File: src/rtl/count_pkg.sv
// count_pkg
//   Shared types and helpers for the counter blocks.
//   cnt_state_t  : down-counter control states (IDLE / RUN / DONE)
//   presc_width(): bit width needed for a 0..p-1 prescaler (never below 1)
package count_pkg;

  typedef enum logic [1:0] {
    CNT_IDLE = 2'd0,
    CNT_RUN  = 2'd1,
    CNT_DONE = 2'd2
  } cnt_state_t;

  // A prescaler of 1 or 2 still needs one storage bit.
  function automatic int presc_width(input int p);
    if (p <= 2) return 1;
    else        return $clog2(p);
  endfunction

endpackage

File: src/rtl/tick_prescaler.sv
// tick_prescaler
//   Divides the clock into one-cycle ticks while enabled. The internal count
//   runs 0..PRESCALE-1 and tick is high when it sits at PRESCALE-1, so the
//   first tick after a clear arrives PRESCALE enabled cycles later.
// Ports
//   clk    in  1  rising-edge clock
//   reset  in  1  asynchronous, active-low
//   en     in  1  count enable
//   clr    in  1  synchronous clear, wins over en and masks tick
//   tick   out 1  one-cycle tick (combinational from the count)
module tick_prescaler
  import count_pkg::*;
#(
  parameter int PRESCALE = 1
) (
  input  logic clk,
  input  logic reset,
  input  logic en,
  input  logic clr,
  output logic tick
);

  localparam int PW = presc_width(PRESCALE);
  localparam logic [PW-1:0] LAST = PW'(PRESCALE - 1);

  logic [PW-1:0] cnt;

  // Masked by clr so a load never doubles as a decrement.
  assign tick = en && !clr && (cnt == LAST);

  always_ff @(posedge clk or negedge reset) begin
    if (!reset) begin
      cnt <= '0;
    end else if (clr) begin
      cnt <= '0;
    end else if (en) begin
      cnt <= (cnt == LAST) ? '0 : cnt + PW'(1);
    end
  end

endmodule

File: src/rtl/down_counter_ctrl.sv
// down_counter_ctrl
//   N-bit down-counter with load, start/stop control, optional auto-reload and
//   a one-cycle terminal-count pulse. Decrements happen on prescaler ticks
//   while in RUN; an expiry (tick with counter at 0) either reloads from the
//   reload register and keeps running, or parks at 0 in DONE.
// Ports
//   clk          in  1  rising-edge clock
//   reset        in  1  asynchronous, active-low
//   start        in  1  begin/resume counting (level, sampled each edge)
//   stop         in  1  halt counting and hold value (wins over start)
//   load         in  1  write load_val into counter and reload register
//   load_val     in  N  value for load
//   auto_reload  in  1  1: reload on expiry and keep running; 0: go to DONE
//   counter      out N  current count
//   busy         out 1  high while in RUN
//   tc           out 1  one-cycle pulse per expiry
//   done         out 1  high while in DONE
module down_counter_ctrl
  import count_pkg::*;
#(
  parameter int N        = 4,
  parameter int PRESCALE = 1
) (
  input  logic         clk,
  input  logic         reset,
  input  logic         start,
  input  logic         stop,
  input  logic         load,
  input  logic [N-1:0] load_val,
  input  logic         auto_reload,
  output logic [N-1:0] counter,
  output logic         busy,
  output logic         tc,
  output logic         done
);

  cnt_state_t   state;
  logic [N-1:0] reload_reg;
  logic         tick;
  logic         presc_en;
  logic         presc_clr;

  // The prescaler only runs in RUN; holding it clear elsewhere guarantees it
  // starts from 0 on every entry to RUN.
  assign presc_en  = (state == CNT_RUN);
  assign presc_clr = load || (state != CNT_RUN);

  tick_prescaler #(
    .PRESCALE (PRESCALE)
  ) u_presc (
    .clk   (clk),
    .reset (reset),
    .en    (presc_en),
    .clr   (presc_clr),
    .tick  (tick)
  );

  always_ff @(posedge clk or negedge reset) begin
    if (!reset) begin
      state      <= CNT_IDLE;
      counter    <= '1;
      reload_reg <= '1;
      busy       <= 1'b0;
      tc         <= 1'b0;
      done       <= 1'b0;
    end else begin
      tc <= 1'b0;

      // Load applies in every state; tick is already masked on a load edge,
      // so the decrement/reload paths below never compete with it.
      if (load) begin
        counter    <= load_val;
        reload_reg <= load_val;
      end

      unique case (state)
        CNT_IDLE: begin
          if (!stop && start) begin
            state <= CNT_RUN;
            busy  <= 1'b1;
          end
        end

        CNT_RUN: begin
          // Expiry still pulses tc even when stop takes the same edge.
          if (tick && (counter == '0)) begin
            tc <= 1'b1;
          end
          if (stop) begin
            state <= CNT_IDLE;
            busy  <= 1'b0;
          end else if (tick) begin
            if (counter != '0) begin
              counter <= counter - N'(1);
            end else if (auto_reload) begin
              counter <= reload_reg;
            end else begin
              state <= CNT_DONE;
              busy  <= 1'b0;
              done  <= 1'b1;
            end
          end
        end

        CNT_DONE: begin
          if (stop) begin
            state <= CNT_IDLE;
            done  <= 1'b0;
          end else if (start) begin
            state <= CNT_RUN;
            busy  <= 1'b1;
            done  <= 1'b0;
            if (!load) begin
              counter <= reload_reg;
            end
          end
        end

        default: begin
          state <= CNT_IDLE;
          busy  <= 1'b0;
          done  <= 1'b0;
        end
      endcase
    end
  end

endmodule

File: config.mk
export PLATFORM = sky130hd
export DESIGN_NAME = down_counter_ctrl
export DESIGN_NICKNAME = d
export VERILOG_FILES = /design/src/rtl/count_pkg.sv /design/src/rtl/tick_prescaler.sv /design/src/rtl/down_counter_ctrl.sv
export SDC_FILE = /design/constraint.sdc
export NUM_CORES = 1
export LEC_CHECK = 0
export CAP_MARGIN = 20
export CORE_MARGIN = 2
export CORE_UTILIZATION = 55
export CTS_CLUSTER_SIZE = 28
export DETAILED_ROUTE_END_ITERATION = 10
export GPL_ROUTABILITY_DRIVEN = 0
export PLACE_DENSITY = 0.88
export SKIP_CTS_REPAIR_TIMING = 1
export SLEW_MARGIN = 10
export SYNTH_ARGS = -nofsm -noshare
export SYNTH_HDL_FRONTEND = slang
export SYNTH_SLANG_ARGS = --single-unit
File: constraint.sdc
create_clock -name clk -period 3.2 [get_ports clk]
set_clock_uncertainty 0.05 [all_clocks]
set_input_delay 0.64 -clock clk [delete_from_list [all_inputs] [get_ports clk]]
set_output_delay 0.64 -clock clk [all_outputs]
set_load 0.005 [all_outputs]
* After elaboration in Yosys (flattened, before gate mapping) *
Cells that the tools add are included.

cells by class
  add/sub/neg operators = 2
  $mul = 0
  div/mod/pow operators = 0
  $lt $le $gt $ge = 0
  eq/ne operators = 14
  shift-type cells = 0
  mux-type cells = 37
  bitwise gates (word level) = 2
  reductions and logical operators = 14

operator list
  operator                                               count
  2-to-1 mux 4 bit                                       8
  2-to-1 mux 1 bit                                       18
  2-to-1 mux 2 bit                                       7
  inequality test 2 bit, second input constant           7
  inequality test 3 bit, second input constant           4
  AND reduction 6 bit                                    2
  one-hot mux 4 bit (2 select lines)                     1
  one-hot mux 1 bit (3 select lines)                     2
  one-hot mux 2 bit (3 select lines)                     1
  AND reduction 5 bit                                    1
  logical AND 1 bit                                      4
  zero test 4 bit                                        1
  nonzero test 4 bit                                     1
  subtractor 4 x 1 -> 4 bit, second input constant       1
  equality test 2 x 1 -> 1 bit, second input constant    1
  equality test 2 bit, second input constant             1
  zero test 1 bit                                        2
  zero test 2 bit                                        1
  inequality test 2 x 1 -> 1 bit, second input constant  1
  NOT 1 bit                                              2
  nonzero test 2 bit                                     1
  adder 1 bit, second input constant                     1
  logical OR 1 bit                                       1

storage, ports and cells
  register bits after elaboration = 14
  latch bits = 0
  bits in writable memories = 0
  bits in read-only memories = 0
  bits of input ports = 10
  logic and storage cells = 76
  memories = 0

* Depth between registers and ports, before layout *
  depth in word-level cells = 8
  gate-level depth with buffers = 7
  gate-level depth less buffers = 6

* Cells and area by module *
A second synthesis with hierarchy kept.

unflattened totals
  cell total of the unflattened synthesis = 111
  area total of the unflattened synthesis = 1037.2 um2

modules (own cells, without submodules)
  module             instances  cells an instance  area each (um2)  sequential area each (um2)
  down_counter_ctrl  1          110                1023.5           335.3
  tick_prescaler     1          1                  13.8             0.0

* Worst setup path before layout *
OpenSTA, ideal clock, no wires.

  path type = register -> register
  start point = reg counter[0]
  end point = reg state[1]
  library setup time = 0.125 ns
  arrival = 1.578 ns
  required time = 3.025 ns
  setup slack = 1.447 ns
  stages on the path, launching flop included = 7
  clock period less this slack = 1.753 ns
  path through = dfstp_2 inv_1 ha_1 nor4b_4 a21oi_2 o21bai_4 mux2_4

between the ends
  word-level cells in the longest chain between the ends = 3

ends and longest elaborated chain
  element                          RTL line                  text
  start: declaration               down_counter_ctrl.sv:31   output logic [N-1:0] counter,
  start signal: assignment         down_counter_ctrl.sv:72   counter <= load_val;
  start signal: assignment         down_counter_ctrl.sv:94   counter <= counter - N'(1);
  start signal: assignment         down_counter_ctrl.sv:96   counter <= reload_reg;
  nonzero test 4 bit               down_counter_ctrl.sv:93   if (counter != '0) begin
  inequality test 3 bit (no line)  -
  AND reduction 5 bit (no line)    -
  end signal: assignment           down_counter_ctrl.sv:90   state <= CNT_IDLE;
  end signal: assignment           down_counter_ctrl.sv:98   state <= CNT_DONE;
  end signal: assignment           down_counter_ctrl.sv:107  state <= CNT_IDLE;
  end: declaration                 down_counter_ctrl.sv:37   cnt_state_t state;

Every way passes these cells.
A chain may end at the register's enable or synchronous reset.

* Final worst setup path *
  start point = in load
  end point = reg state[1]

between the ends
  word-level cells in the longest chain between the ends = 6

ends and longest elaborated chain
  element                          RTL line                 text
  start: declaration               down_counter_ctrl.sv:28  input logic load,
  logical OR 1 bit                 down_counter_ctrl.sv:46  assign presc_clr = load || (state != CNT_RUN);
  zero test 1 bit                  tick_prescaler.sv:29     assign tick = en && !clr && (cnt == LAST);
  logical AND 1 bit (2 in a row)   tick_prescaler.sv:29
  inequality test 3 bit (no line)  -
  AND reduction 5 bit (no line)    -
  end signal: assignment           down_counter_ctrl.sv:60  state <= CNT_IDLE;
  end signal: assignment           down_counter_ctrl.sv:79  state <= CNT_RUN;
  end signal: assignment           down_counter_ctrl.sv:90

Every way passes these cells.

==> reports/results.txt <==
First-pass detailed-route iteration total: 4
Width of the die: 45.83 um
Antenna viol nets, final: 0
Die Area: 2100 sq um
Mean Syn Cell Area: 9.433 sq um
Flop-to-flop setup slack: 1.29 ns
Vias in the first global route: 819
First-pass GRT wire length: 3.443 mm
Leakage power: 0.4866 nW
HP Start: reload_reg[2]
HPWL after DPL: 1.578 mm
Total of max-cap violations: 0
Ant diodes: 0
Largest stage delay, worst path: 0.82 ns
Worst setup margin: 1.004 ns
Buffers & Inverters on Critical Path: 2
Outcome: finished, final reports clean
Mapped Area: 962.2 sq um
Total routed wirelength: 2.138 mm
Synth Warn #: 0
Crit path from: load
Final min period: 2.196 ns
Height of the chip: 45.83 um
Final hold viol count: 0
Initial core utilization: 56.96%
Net Count, Synth: 117
Peak supply drop: 0.0005678 V
Crit path arrival time: 2.32 ns
RR Startpoint: counter[0]
H-tree Lvls: 1
Largest net degree at the start of global routing: 15
WP data required: 3.32 ns
Initial DRC count: 13
Actual slew at the worst max-slew pin: 0.5745 ns
Slew margin rel.: 61.58%
Clock sinks: 13
Worst hold path class: register to register
Mapped Cells: 102
Clk_lat worst skew: 0.28 ns
Slew Limit Fails: 0
Largest delay share family, worst path: buffers and inverters
Final period utilization: 68.62%
Asr flop ratio synth: 100.0%
Fillers: 138
Fin Hold WS: 0.4663 ns
Number of flops mapped to enable cells by yosys: 0
Synth Flop Type: dfstp_2
Max Root-Sink Buffers: 2
Max frequency: 455.4 MHz
Via count: 857
Crit-path slowest cell: clkdlybuf4s50_1
Crit Path Category: primary input to register
#FFs+latches synth: 13
Final core occ: 68.30%
Pre-CTS setup slack: 0.7292 ns
Ports: 17
Wire per inst: 15.84 um
Core Region: 1689 sq um
Worst-path cell chain: clkdlybuf4s50_1 > inv_1 > a21oi_2 > o21bai_4 > mux2_4
Layout cells sized above 1: 16.95%
TritonCTS buffer count: 3
Final #Nets: 134
# rows: 15
Global route overflow: 0
Sequential area share after synthesis: 34.85%
CTS tree: built
Input/output buffers: 16
Via/cell ratio: 6.348
DRC Markers: 0
Clk slew on worst S/H paths: 0.09 ns
Setup TNS: 0 ns
RSZ-0062 raised after global routing: no
Final setup fails: 0
Area growth syn-to-layout: 19.90%
PD cells: 784.4 nW/um^2
Root buf cell: clkbuf_4
Initial antenna violation count: 0
Total global-route track usage: 22.68%
Post-synth cell types: 39
Setup crit end kind: register
CP Max Fanout: 14
CP Launch Type: primary input
[Yosys cell counts (2+ instances only)]
| library cell | count | area share [%] |
|---|---|---|
| inv_1 | 9 | 3.5 |
| dfstp_2 | 8 | 22 |
| nor2_1 | 7 | 2.7 |
| nand2_1 | 6 | 2.3 |
| dfrtp_1 | 5 | 13 |
| ha_1 | 5 | 6.5 |
| a21oi_1 | 4 | 2.1 |
| and3_1 | 4 | 2.6 |
| mux2i_1 | 4 | 4.2 |
| o21ai_0 | 4 | 2.1 |
| a21boi_0 | 3 | 2.3 |
| a31oi_1 | 3 | 2.0 |
| nand2b_1 | 3 | 2.0 |
| nand3_1 | 3 | 1.6 |
| o211ai_1 | 3 | 2.3 |
| o221ai_1 | 3 | 2.7 |
| a21oi_2 | 2 | 1.8 |
| clkbuf_1 | 2 | 0.78 |
| mux2_2 | 2 | 2.3 |
| nand3b_1 | 2 | 1.6 |
| o21bai_1 | 2 | 1.6 |
[placed cells by master (no fill, tap or decap), types with 2 or more instances in the layout]
cell type / count
a21oi_1: 4
o21ai_0: 4
nand2b_1: 3
nand3_1: 3
dfrtp_1: 5
a21boi_0: 3
and3_1: 4
ha_1: 5
clkdlybuf4s50_1: 16
a31oi_1: 3
inv_1: 9
nand2_1: 6
dfstp_2: 8
nand3b_1: 2
mux2i_1: 4
a21oi_2: 2
mux2_2: 2
o221ai_1: 3
clkbuf_4: 3
nor2_1: 7
o21bai_1: 2
o211ai_1: 3
[area by class of cell]
class	count	area (sq um)	area share, %
repair buffers	16	160.2	13.88
well taps	17	21.27	1.844
clock buffers	4	26.28	2.278
inverters	9	33.78	2.928
flip-flops and latches	13	335.3	29.07
multi-input cells	76	576.8	50.00
[through the flow]
stage	cell area, sq um	power, mW	instances
2_1_floorplan	962.2	0.6238	102
3_3_place_gp	1127	0.7768	131
3_5_place_dp	1127	0.7966	131
4_1_cts	1154	0.9034	135
5_1_grt	1154	0.9695	135
6_report	1154	0.9049	135
[worst reg2reg max path, cell delays in order (launching register included)]
cell      delay [ns]
dfstp_2         0.59
inv_1           0.06
ha_1            0.26
nor4b_4         0.17
a21oi_2         0.21
o21bai_4        0.16
mux2_4          0.30
[worst paths after layout]
path,to,cells after the start
min in group asynchronous,state[1],1
max in group asynchronous,counter[0],1
worst min-delay path,reload_reg[2],2
worst max register to register,state[1],6
worst max-delay path,state[1],5
worst min register to register,reload_reg[2],2
[kinds of logic after synthesis]
family          after synthesis  share of synthesized area (%)
simple gates                 30                          18.99
fa+ha+maj                     5                          6.502
mux                           7                          8.062
flops                        13                          34.85
compound gates               34                          26.40
buf+inv                      13                          5.201
[metal layers]
layer / vias up / GRT usage, % / wire (um)
met1: 422 / 28.36 / 949
met3: 0 / 3.968 / 122
met2: 28 / 40.00 / 1066
li1: 407 / - / -
met4: 0 / 5.714 / 0
met5: - / 0 / 0
[power breakdown]
| group | leakage, nW | switching, mW | internal (mW) |
|---|---|---|---|
| Combinational | 0.321 | 0.246 | 0.246 |
| Sequential | 0.150 | 0.0705 | 0.236 |
| Clock | 0.0150 | 0.0572 | 0.0483 |
| Total | 0.487 | 0.374 | 0.531 |
Note: power is estimated with default switching activity, not from simulation.
